<file path="src/rtl/pcm_player_pkg.sv">
// Shared types and configuration limits for the PCM-to-PWM sample player.
package pcm_player_pkg;

  typedef enum logic [2:0] {
    ST_IDLE,
    ST_FETCH,
    ST_CAPTURE,
    ST_HOLD,
    ST_DRAIN
  } state_e;

  localparam int unsigned SAMPLE_W_MIN = 4;
  localparam int unsigned SAMPLE_W_MAX = 16;
  localparam int unsigned REP_MIN      = 1;
  localparam int unsigned REP_MAX      = 256;

  // Width of a counter running 0..rep-1, never narrower than one bit.
  function automatic int unsigned rep_width(input int unsigned rep);
    return (rep > 1) ? $clog2(rep) : 1;
  endfunction

endpackage

</file>
<file path="src/rtl/pwm_carrier.sv">
// Free-running PWM carrier, carrier-period repeat counter, update tick and
// duty comparator; pwm is registered so it always equals (carrier < duty).
module pwm_carrier
  import pcm_player_pkg::*;
#(
  parameter int unsigned SAMPLE_W = 8,
  parameter int unsigned REP      = 4
) (
  input  logic                clk,
  input  logic                rstn,
  input  logic [SAMPLE_W-1:0] duty_nxt,
  output logic                tick_c,
  output logic                pwm
);

  localparam int unsigned         REP_W    = rep_width(REP);
  localparam logic [SAMPLE_W-1:0] CAR_MAX  = '1;
  localparam logic [REP_W-1:0]    REP_LAST = REP_W'(REP - 1);

  logic [SAMPLE_W-1:0] carrier;
  logic [SAMPLE_W-1:0] carrier_nxt;
  logic [REP_W-1:0]    rep_cnt;
  logic [REP_W-1:0]    rep_nxt;

  always_comb begin
    carrier_nxt = carrier + SAMPLE_W'(1);
    rep_nxt     = rep_cnt;
    if (carrier == CAR_MAX) begin
      rep_nxt = (rep_cnt == REP_LAST) ? '0 : rep_cnt + REP_W'(1);
    end
    tick_c = (carrier == CAR_MAX) && (rep_cnt == REP_LAST);
  end

  // Comparing next-state values keeps pwm aligned with the carrier it reflects.
  always_ff @(posedge clk or negedge rstn) begin
    if (!rstn) begin
      carrier <= '0;
      rep_cnt <= '0;
      pwm     <= 1'b0;
    end else begin
      carrier <= carrier_nxt;
      rep_cnt <= rep_nxt;
      pwm     <= (carrier_nxt < duty_nxt);
    end
  end

endmodule

</file>
<file path="src/rtl/pcm_pwm_player.sv">
// Streams unsigned PCM samples from memory into a PWM output, one-shot or looped.
// Optional attenuation by vol is enabled with the macro PCM_PWM_PLAYER_VOLUME_EN.
module pcm_pwm_player
  import pcm_player_pkg::*;
#(
  parameter int unsigned SAMPLE_W = 8,
  parameter int unsigned ADDR_W   = 32,
  parameter int unsigned REP      = 4
) (
  input  logic                clk,
  input  logic                rstn,
  input  logic                start,
  input  logic                stop,
  input  logic                loop_en,
  input  logic [ADDR_W-1:0]   start_addr,
  input  logic [ADDR_W-1:0]   end_addr,
  input  logic [2:0]          vol,
  output logic [ADDR_W-1:0]   mem_addr,
  output logic                mem_rd,
  input  logic [SAMPLE_W-1:0] mem_data,
  output logic                pwm,
  output logic                busy,
  output logic                done
);

  state_e              state, state_n;
  logic [ADDR_W-1:0]   addr, addr_n;
  logic [ADDR_W-1:0]   start_q, start_n;
  logic [ADDR_W-1:0]   end_q, end_n;
  logic [ADDR_W-1:0]   mem_addr_n;
  logic [SAMPLE_W-1:0] next_sample, next_sample_n;
  logic [SAMPLE_W-1:0] duty, duty_n;
  logic [SAMPLE_W-1:0] load_val;
  logic                busy_n;
  logic                done_n;
  logic                mem_rd_n;
  logic                tick_c;

`ifdef PCM_PWM_PLAYER_VOLUME_EN
  assign load_val = next_sample >> vol;
`else
  logic unused_vol;
  assign unused_vol = ^vol;
  assign load_val   = next_sample;
`endif

  pwm_carrier #(
    .SAMPLE_W (SAMPLE_W),
    .REP      (REP)
  ) u_carrier (
    .clk      (clk),
    .rstn     (rstn),
    .duty_nxt (duty_n),
    .tick_c   (tick_c),
    .pwm      (pwm)
  );

  always_ff @(posedge clk or negedge rstn) begin
    if (!rstn) begin
      state       <= ST_IDLE;
      addr        <= '0;
      start_q     <= '0;
      end_q       <= '0;
      next_sample <= '0;
      duty        <= '0;
      busy        <= 1'b0;
      done        <= 1'b0;
      mem_rd      <= 1'b0;
      mem_addr    <= '0;
    end else begin
      state       <= state_n;
      addr        <= addr_n;
      start_q     <= start_n;
      end_q       <= end_n;
      next_sample <= next_sample_n;
      duty        <= duty_n;
      busy        <= busy_n;
      done        <= done_n;
      mem_rd      <= mem_rd_n;
      mem_addr    <= mem_addr_n;
    end
  end

  // Playback sequencing; the memory read strobe is raised for the cycle spent in FETCH.
  always_comb begin
    state_n       = state;
    addr_n        = addr;
    start_n       = start_q;
    end_n         = end_q;
    next_sample_n = next_sample;
    duty_n        = duty;
    busy_n        = busy;
    done_n        = 1'b0;
    mem_rd_n      = 1'b0;
    mem_addr_n    = mem_addr;

    case (state)
      ST_IDLE: begin
        if (start) begin
          start_n = start_addr;
          end_n   = end_addr;
          addr_n  = start_addr;
          busy_n  = 1'b1;
          state_n = ST_FETCH;
        end
      end
      ST_FETCH: begin
        state_n = ST_CAPTURE;
      end
      ST_CAPTURE: begin
        next_sample_n = mem_data;
        state_n       = ST_HOLD;
      end
      ST_HOLD: begin
        if (tick_c) begin
          duty_n = load_val;
          if (addr != end_q) begin
            addr_n  = addr + ADDR_W'(1);
            state_n = ST_FETCH;
          end else if (loop_en) begin
            addr_n  = start_q;
            state_n = ST_FETCH;
          end else begin
            state_n = ST_DRAIN;
          end
        end
      end
      ST_DRAIN: begin
        if (tick_c) begin
          duty_n  = '0;
          done_n  = 1'b1;
          busy_n  = 1'b0;
          state_n = ST_IDLE;
        end
      end
      default: begin
        state_n = ST_IDLE;
      end
    endcase

    // Abort silences the output at once and never reports completion.
    if (stop && (state != ST_IDLE)) begin
      state_n = ST_IDLE;
      duty_n  = '0;
      busy_n  = 1'b0;
      done_n  = 1'b0;
    end

    if (state_n == ST_FETCH) begin
      mem_rd_n   = 1'b1;
      mem_addr_n = addr_n;
    end
  end

endmodule

</file>
<file path="config.mk">
export PLATFORM = sky130hd
export DESIGN_NAME = pcm_pwm_player
export DESIGN_NICKNAME = d
export VERILOG_FILES = /design/src/rtl/pcm_player_pkg.sv /design/src/rtl/pwm_carrier.sv /design/src/rtl/pcm_pwm_player.sv
export SDC_FILE = /design/constraint.sdc
export NUM_CORES = 1
export LEC_CHECK = 0
export CORE_MARGIN = 2
export CORE_UTILIZATION = 25
export DETAILED_ROUTE_END_ITERATION = 6
export HOLD_SLACK_MARGIN = 0.15
export SYNTH_ARGS = -nofsm -noshare
export SYNTH_HDL_FRONTEND = slang
export SYNTH_SLANG_ARGS = --single-unit
</file>
<file path="constraint.sdc">
create_clock -name clk -period 8.6 [get_ports clk]
set_input_delay 1.72 -clock clk [delete_from_list [all_inputs] [get_ports clk]]
set_output_delay 1.72 -clock clk [all_outputs]
set_load 0.02 [all_outputs]
</file>
# After elaboration in Yosys (flattened, before gate mapping)
# Cells that the tools add are included.
# classes
muxes	25
magnitude_cmp	1
addsub	3
eq_ne	10
n_reduce_logical	7
# ops
cell	n
32-bit 2-to-1 mux	4
32-bit case mux with 2 select lines	1
32-bit by 1-bit adder with 32-bit output (second input constant)	1
32-bit != test	1
8-bit 2-to-1 mux	3
3-bit 2-to-1 mux	6
8-bit case mux with 2 select lines	1
3-bit case mux with 5 select lines	1
8-bit by 1-bit adder with 8-bit output (second input constant)	1
8-bit == test (second input constant)	1
8-bit < comparator	1
1-bit 2-to-1 mux	7
3-bit by 1-bit == test with 1-bit output (second input constant)	2
3-bit by 2-bit == test with 1-bit output (second input constant)	2
3-bit != test (second input constant)	2
3-bit nonzero test	2
3-bit == test (second input constant)	1
3-bit zero test	1
3-bit AND reduction	1
2-bit by 1-bit adder with 2-bit output (second input constant)	1
2-bit == test (second input constant)	1
1-bit logical AND	2
2-bit 2-to-1 mux	1
1-bit case mux with 2 select lines	1
2-bit AND reduction	1
# word_totals
input_bits	80
elab_cells	59
register_bits	161

# Longest topological paths before layout
# Gate-level depths: netlist of the first run.
# depth
ltp_word	7
ltp_mapped	12
mapped_depth_nobuf	10

# By module
# Synthesis of the first run repeated with hierarchy kept, for this count alone.
# unflattened
hier_cells	914
area_unflattened_um2	8270.4
# by_module_without_submodules
module	cells_per_inst	area_per_inst_um2	instances	seq_area_each_um2
pcm_pwm_player	853	7646.1	1	3753.6
pwm_carrier	61	624.3	1	275.3

# Worst setup path before layout of the first run
# OpenSTA, ideal clock, no wires.
# synth_timing
path_kind	input -> register
start	input stop
end	register mem_addr[12]
path_buffers	1
arrival_time_ns	3.146
stages	6
t_required_ns	8.475
slack_ns	5.329
cell_sequence	nor2b_1 a21oi_1 or2_2 a211oi_2 clkbuf_1 mux2_2
# synth_between
elab_chain_cells	3
# synth_lines
element	line	source
start, declared	pcm_pwm_player.sv:13	input logic stop,
1-bit logical AND	pcm_pwm_player.sv:142	if (stop && (state != ST_IDLE)) begin
3-bit 2-to-1 mux	pcm_pwm_player.sv:142	
3-bit by 1-bit == test with 1-bit output	pcm_pwm_player.sv:149	if (state_n == ST_FETCH) begin
end signal, assigned	pcm_pwm_player.sv:80	mem_addr <= mem_addr_n;
end, declared	pcm_pwm_player.sv:18	output logic [ADDR_W-1:0] mem_addr,
# No other way between the ends.
# A chain may end at the register's enable or synchronous reset.

# Final worst setup path of the first run
# layout_timing
start	input start
end	register mem_addr[0]
# layout_between
elab_chain_cells	4
elab_cells_between_ends	6
classes_between	eq/ne: 1; mux: 5
# layout_lines
element	line	source
start, declared	pcm_pwm_player.sv:12	input logic start,
3-bit 2-to-1 mux	pcm_pwm_player.sv:99	if (start) begin
3-bit case mux with 5 select lines	pcm_pwm_player.sv:97	case (state)
3-bit 2-to-1 mux	pcm_pwm_player.sv:142	
3-bit by 1-bit == test with 1-bit output	pcm_pwm_player.sv:149	
# Parallel ways exist; a longest one is shown, timed or not.

==> results of run 1 <==
[registers in the layout, summed over array words and instances (netlist names)]
| register | count |
|---|---|
| busy | 1 |
| end_q | 32 |
| load_val | 8 |
| done | 1 |
| u_carrier.pwm | 1 |
| mem_addr | 32 |
| start_q | 32 |
| u_carrier.rep_cnt | 2 |
| duty | 8 |
| mem_rd | 1 |
| addr | 32 |
| u_carrier.carrier | 8 |
| state | 3 |
[per-stage QoR]
stage,std cells,utilization [%],cell area (sq um)
2_1_floorplan,895,-,8370
3_3_place_gp,1409,29.8,9920
3_5_place_dp,1409,29.8,9920
4_1_cts,1441,31.7,10600
5_1_grt,1441,31.7,10600
6_report,1443,31.7,10600
[per-layer routing]
metal  up-vias  global-route usage (%)  part of all wire, %
li1       3382                       -                    -
met1      3701                    20.4                   42
met2       340                    26.1                   48
met3        57                    4.28                  7.9
met4         0                    4.91                  2.3
met5         -                       0                    0
[worst paths after layout]
| path | start | end | slack, ns | depth (start not counted) |
|---|---|---|---|---|
| worst max-delay path | start | mem_addr[0] | 3.81 | 6 |
| min in group asynchronous | rstn | duty[4] | 1.40 | 1 |
| worst max register to register | addr[12] | mem_addr[9] | 4.67 | 7 |
| worst min register to register | u_carrier.carrier[0] | u_carrier.carrier[0] | 0.47 | 1 |
| worst min-delay path | u_carrier.carrier[0] | u_carrier.carrier[0] | 0.47 | 1 |
| max in group asynchronous | rstn | start_q[21] | 5.84 | 2 |
[critical path, delay by kind of cell]
family | cells | cell delay [ns]
buffers and inverters | 2 | 1.10
and+or+nand+nor | 2 | 1.02
AOI/OAI and AO/OA | 1 | 0.87
muxes | 1 | 0.37
[cells in the mapped netlist, drive strengths merged (4+ instances only)]
cell type and instances:
nand2 234, dfrtp 161, mux2 34, xor2 34
clkbuf 32, nor2 32, nand3 27, buf 26
nand4 22, nor3 21, o21ai 18, a21oi 17
inv 17, a211oi 16, nor4 14, and3 13
a31oi 12, o211ai 12, a21boi 10, ha 10
a22oi 9, and4 9, a311oi 8, o31ai 8
or2 8, o2111ai 7, or3 7, or4 7
nor2b 6, o221ai 6, mux2i 5, xnor2 5
and2 4, o311ai 4, o41ai 4
[power by group through the flow]
stage	Sequential (uW)	Clock [uW]	Combinational, uW
final	1210	840	806
after global routing	1240	882	886
after CTS	1210	849	814
after detailed placement	1220	0	809
after global placement	1220	0	799
after floorplan	1210	0	428
[kinds of logic (layout without fill, tap and decap cells)]
kind of cell | count (synthesis) | in the layout | synth area share [%]
mux | 39 | 39 | 5.17
buf+inv | 75 | 173 | 3.77
fa+ha+maj | 10 | 10 | 1.49
other cells | 0 | 2 | 0
xor+xnor | 39 | 39 | 4.08
flops | 161 | 161 | 48.1
compound gates | 160 | 160 | 14.4
simple gates | 411 | 411 | 23.0
[final cells by class]
type                            count  area, sq um  area share [%]
Clock inverter                     15          208            1.97
Clock buffer                       17          425            4.03
Inverter                           17         63.8           0.605
Tap cell                          448          561            5.31
Timing Repair Buffer              124         1210            11.5
Sequential cell                   161         4030            38.2
Antenna cell                        2         5.00          0.0474
Multi-Input combinational cell    659         4050            38.4
==> flow_metrics.py, run 1 <==
metrics = {
    "synthesis": {
        "synth-main-ff-cell": "dfrtp_1",
        "ys_warn_count": 0,
        "ys_seq_area_share_pct": 48.1,
        "synth_top_area_share_pct": 48.1,
        "synth_area_per_cell_sq_um": 9.36,
        "synth_edf_count": 0,
        "synth_area_leaders": "dfrtp_1 (48%), nand2_1 (10%), mux2_2 (4.4%), xor2_1 (3.6%), nand4_1 (1.6%)",
        "syn_inst": 895,
        "ys_seq_elements": 161,
        "async_reset_ff_share_pct": 100,
        "netlist_area_sq_um": 8370,
        "synth_top_cell_by_area": "dfrtp_1",
        "synth_fp_nets": 985,
        "synth_cell_type_count": 68,
    },
    "sta": {
        "hold_viol": 0,
        "setup_viol": 0,
        "fmax_ghz": 0.209,
        "setup_ws_ns": 3.81,
        "slew_viol_final": 0,
        "period_needed_ns": 4.79,
        "whs_ns": 0.474,
        "setup_tns_ns": 0,
        "slew_headroom_pct": 15.7,
        "finalCritPeriodShare_pct": 55.7,
        "rsz0062_at_grt": "no",
        "skew_ns": 0.0138,
        "worstMarginPinSlew_ns": 1.26,
    },
    "placement": {
        "dp_hpwl_microns": 19200,
        "port_buffers": 112,
        "place.gp.congestion": 0.912,
        "post-place-ws_ns": 3.31,
    },
    "clock_network": {
        "cts_resized": 0,
        "h-tree-depth": 4,
        "post_cts_buffers": 0,
        "clock_path_buffers": 2,
        "cts_made_buffers": 17,
        "clk_latency_ns": 0.44,
        "hold_buffers": 0,
        "cts_tree": "yes",
        "clk_pin_slew_worst_paths_ns": 0.07,
        "cts.sinks": 161,
        "cts_root_buf": "clkbuf_16",
    },
    "global_route": {
        "track_usage_pct": 15.9,
        "overflow": 0,
        "grt_pass1_wl_microns": 43300,
        "antenna_found_initial": 2,
        "grt_pass1_vias": 7440,
        "grt_max_degree": 102,
    },
    "critical_path": {
        "cp_max_fo": 48,
        "start_kind": "input pin",
        "critical_path_class": "in -> reg",
        "cp.arrival_ns": 5.12,
        "crit_slowest_cell": "a211oi_4",
        "cp.required_ns": 8.93,
        "crit_chain": "clkdlybuf4s50_1 -> and2_2 -> nor4_1 -> a211oi_4 -> buf_4 -> mux2_2",
        "end_kind": "register",
        "cpPeakStageDelay_ns": 0.87,
    },
    "status": {
        "status": "complete, no violations",
    },
    "power": {
        "power.share.combinational_pct": 28.2,
        "p_seq_share_pct": 42.4,
        "ir_drop_uv": 164,
        "swShare_pct": 36.1,
        "intPower_uw": 1830,
        "finalPower_uw": 2860,
        "p_clk_share_pct": 29.4,
        "cellPowerDensity_nw_per_um2": 271,
        "leakagePower_uw": 0.00446,
        "p_switching_uw": 1030,
    },
    "routing": {
        "drt_wl_total_microns": 27700,
        "viasPerCell": 5.18,
        "ant_nets": 0,
        "first_pass_iters": 6,
        "num_vias": 7480,
        "wl_per_cell_microns": 19.2,
        "drc": 0,
        "drt_iter0_markers": 742,
    },
    "floorplan": {
        "fp.dieH_microns": 187,
        "fp.dieW_microns": 187,
        "rows": 67,
        "start_util_pct": 25.2,
        "dieArea_sq_um": 35000,
        "num_io_pins": 116,
        "core-area_sq_um": 33300,
    },
    "hold_path": {
        "min_path_type": "reg -> reg",
    },
    "finish": {
        "mostFrequentLayoutCell": "nand2_1",
        "n_fill_cell": 3447,
        "mostFrequentLayoutCells": "nand2_1 (232), dfrtp_1 (161), clkdlybuf4s50_1 (111)",
        "final_nets": 1070,
        "layout-drive-gt1-share_pct": 10.5,
        "area_growth_pct": 26.0,
    },
    "flow_run": {
        "cap_violations": 0,
    },
}
Note: power is estimated with default switching activity, not from simulation.
==> run 2: changes to the inputs <==
Clock period 8.6 ns to 3.9 ns, I/O delays scaled along.
==> run 2 against run 1 <==
Net effect:
- global-route usage up 0.12 points
- setup slack worse by 2.9 ns
- hold slack worse by 0.12 ns
- first-iteration DRC count down 5.7%
==> flow_metrics.py, run 2 (synthesis gave the netlist of run 1 again) <==
metrics = {
    "critical_path": {
        "worstReg2RegEnd": "mem_addr[3]",
        "cp.arrival_ns": 3.28,
        "end_kind": "register",
        "critical_path_buf_inv_count": 0,
        "crit_family": "simple AND/OR/NAND/NOR gates",
        "reg2reg_from": "addr[12]",
        "cpPeakStageDelay_ns": 0.61,
        "cp_max_fo": 23,
        "start_kind": "register",
        "rrSetupSlack_ns": 0.96,
        "reg2regPathDepth": 7,
        "crit_chain": "xor2_1 -> nor4_2 -> and4_1 -> nand2_2 -> a222oi_1 -> o21ai_1 -> mux2_2",
        "critical_path_class": "reg -> reg",
        "crit_slowest_cell": "a222oi_1",
        "cp.required_ns": 4.24,
    },
    "clock_network": {
        "cts_resized": 0,
        "hold_buffers": 0,
        "clock_path_buffers": 2,
        "clk_latency_ns": 0.45,
        "cts_root_buf": "clkbuf_16",
        "clk_pin_slew_worst_paths_ns": 0.07,
        "post_cts_buffers": 0,
        "h-tree-depth": 4,
        "cts.sinks": 161,
        "cts_made_buffers": 17,
        "cts_tree": "yes",
    },
    "floorplan": {
        "dieArea_sq_um": 35000,
        "rows": 67,
        "core-area_sq_um": 33300,
        "start_util_pct": 25.2,
        "num_io_pins": 116,
        "fp.dieH_microns": 187,
        "fp.dieW_microns": 187,
    },
    "flow_run": {
        "cap_violations": 0,
    },
    "finish": {
        "regArea_sq_um": 4030,
        "area_growth_pct": 27.6,
        "multi_input_area_sq_um": 4040,
        "n_fill_cell": 3489,
        "mostFrequentLayoutCells": "nand2_1 (232), dfrtp_1 (161), clkdlybuf4s50_1 (111)",
        "layout-drive-gt1-share_pct": 11.8,
        "final_nets": 1086,
        "mostFrequentLayoutCell": "nand2_1",
    },
    "sta": {
        "slew_headroom_pct": 43.4,
        "skew_ns": 0.0119,
        "finalCritPeriodShare_pct": 75.5,
        "setup_viol": 0,
        "worstMarginPinSlew_ns": 0.846,
        "setup_tns_ns": 0,
        "period_needed_ns": 2.94,
        "rsz0062_at_grt": "no",
        "hold_viol": 0,
        "slew_viol_final": 0,
        "setup_ws_ns": 0.956,
        "fmax_ghz": 0.340,
    },
    "routing": {
        "num_vias": 7374,
        "viasPerCell": 5.06,
        "drt_iter0_markers": 700,
        "wl_met3_microns": 2010,
        "drc": 0,
        "drt_wl_total_microns": 27500,
        "dr.max_layer_used": "met4",
        "first_pass_iters": 5,
        "wl_per_cell_microns": 18.9,
        "ant_nets": 0,
        "wl_met1_microns": 11700,
        "route.met2.wl_microns": 13100,
    },
    "power": {
        "cellPowerDensity_nw_per_um2": 587,
        "finalPower_uw": 6270,
        "ir_drop_uv": 325,
        "leakagePower_uw": 0.00453,
    },
    "status": {
        "status": "complete, no violations",
    },
    "placement": {
        "port_buffers": 112,
        "place.gp.congestion": 0.944,
        "post-place-ws_ns": 0.720,
        "dp_hpwl_microns": 20000,
    },
    "global_route": {
        "grt_pass1_wl_microns": 43000,
        "grt_pass1_vias": 7402,
        "grt_max_degree": 78,
        "overflow": 0,
        "antenna_found_initial": 1,
        "track_usage_pct": 16.0,
    },
    "hold_path": {
        "min_path_type": "in -> async",
    },
}
[run 2: routing by layer]
layer	track usage (%)	vias to the layer above
li1	-	3416
met1	20.8	3612
met2	25.7	295
met3	4.35	51
met4	5.43	0
met5	0	-
[run 2: power breakdown]
| group | leakage [uW] | switching [uW] | internal (uW) |
|---|---|---|---|
| combinational | 0.00223 | 948 | 841 |
| clock | 0.000302 | 745 | 1050 |
| sequential | 0.00199 | 520 | 2160 |
[run 2: how the worst max path moves through the flow]
stage                         start            end  slack, ns  depth (start not counted)
2_1_floorplan  u_carrier.carrier[0]  u_carrier.pwm       0.85                         12
3_3_place_gp                  start   mem_addr[26]       0.73                          6
3_5_place_dp                  start   mem_addr[20]       0.72                          6
4_1_cts        u_carrier.carrier[0]  u_carrier.pwm       0.96                         10
5_1_grt        u_carrier.carrier[0]  u_carrier.pwm       0.72                         10
6_report                   addr[12]    mem_addr[3]       0.96                          7
[run 2: layout make-up]
class                   instances  share of cell area (%)
flip-flops and latches        161                    37.7
clock inverters                13                    1.63
diodes                          1                  0.0234
well taps                     448                    5.25
inverters                      17                   0.597
multi-input cells             659                    37.8
repair buffers                140                    12.7
clock buffers                  19                    4.24
[run 2: stage by stage]
step	util, %	area (sq um)	hold WS (ns)	std cells
floorplan	-	8370	0.437	895
global placement	30.2	10100	0.455	1425
detailed placement	30.2	10100	0.460	1425
CTS	32.1	10700	0.396	1457
global route	32.1	10700	0.412	1457
finish	32.1	10700	0.356	1458
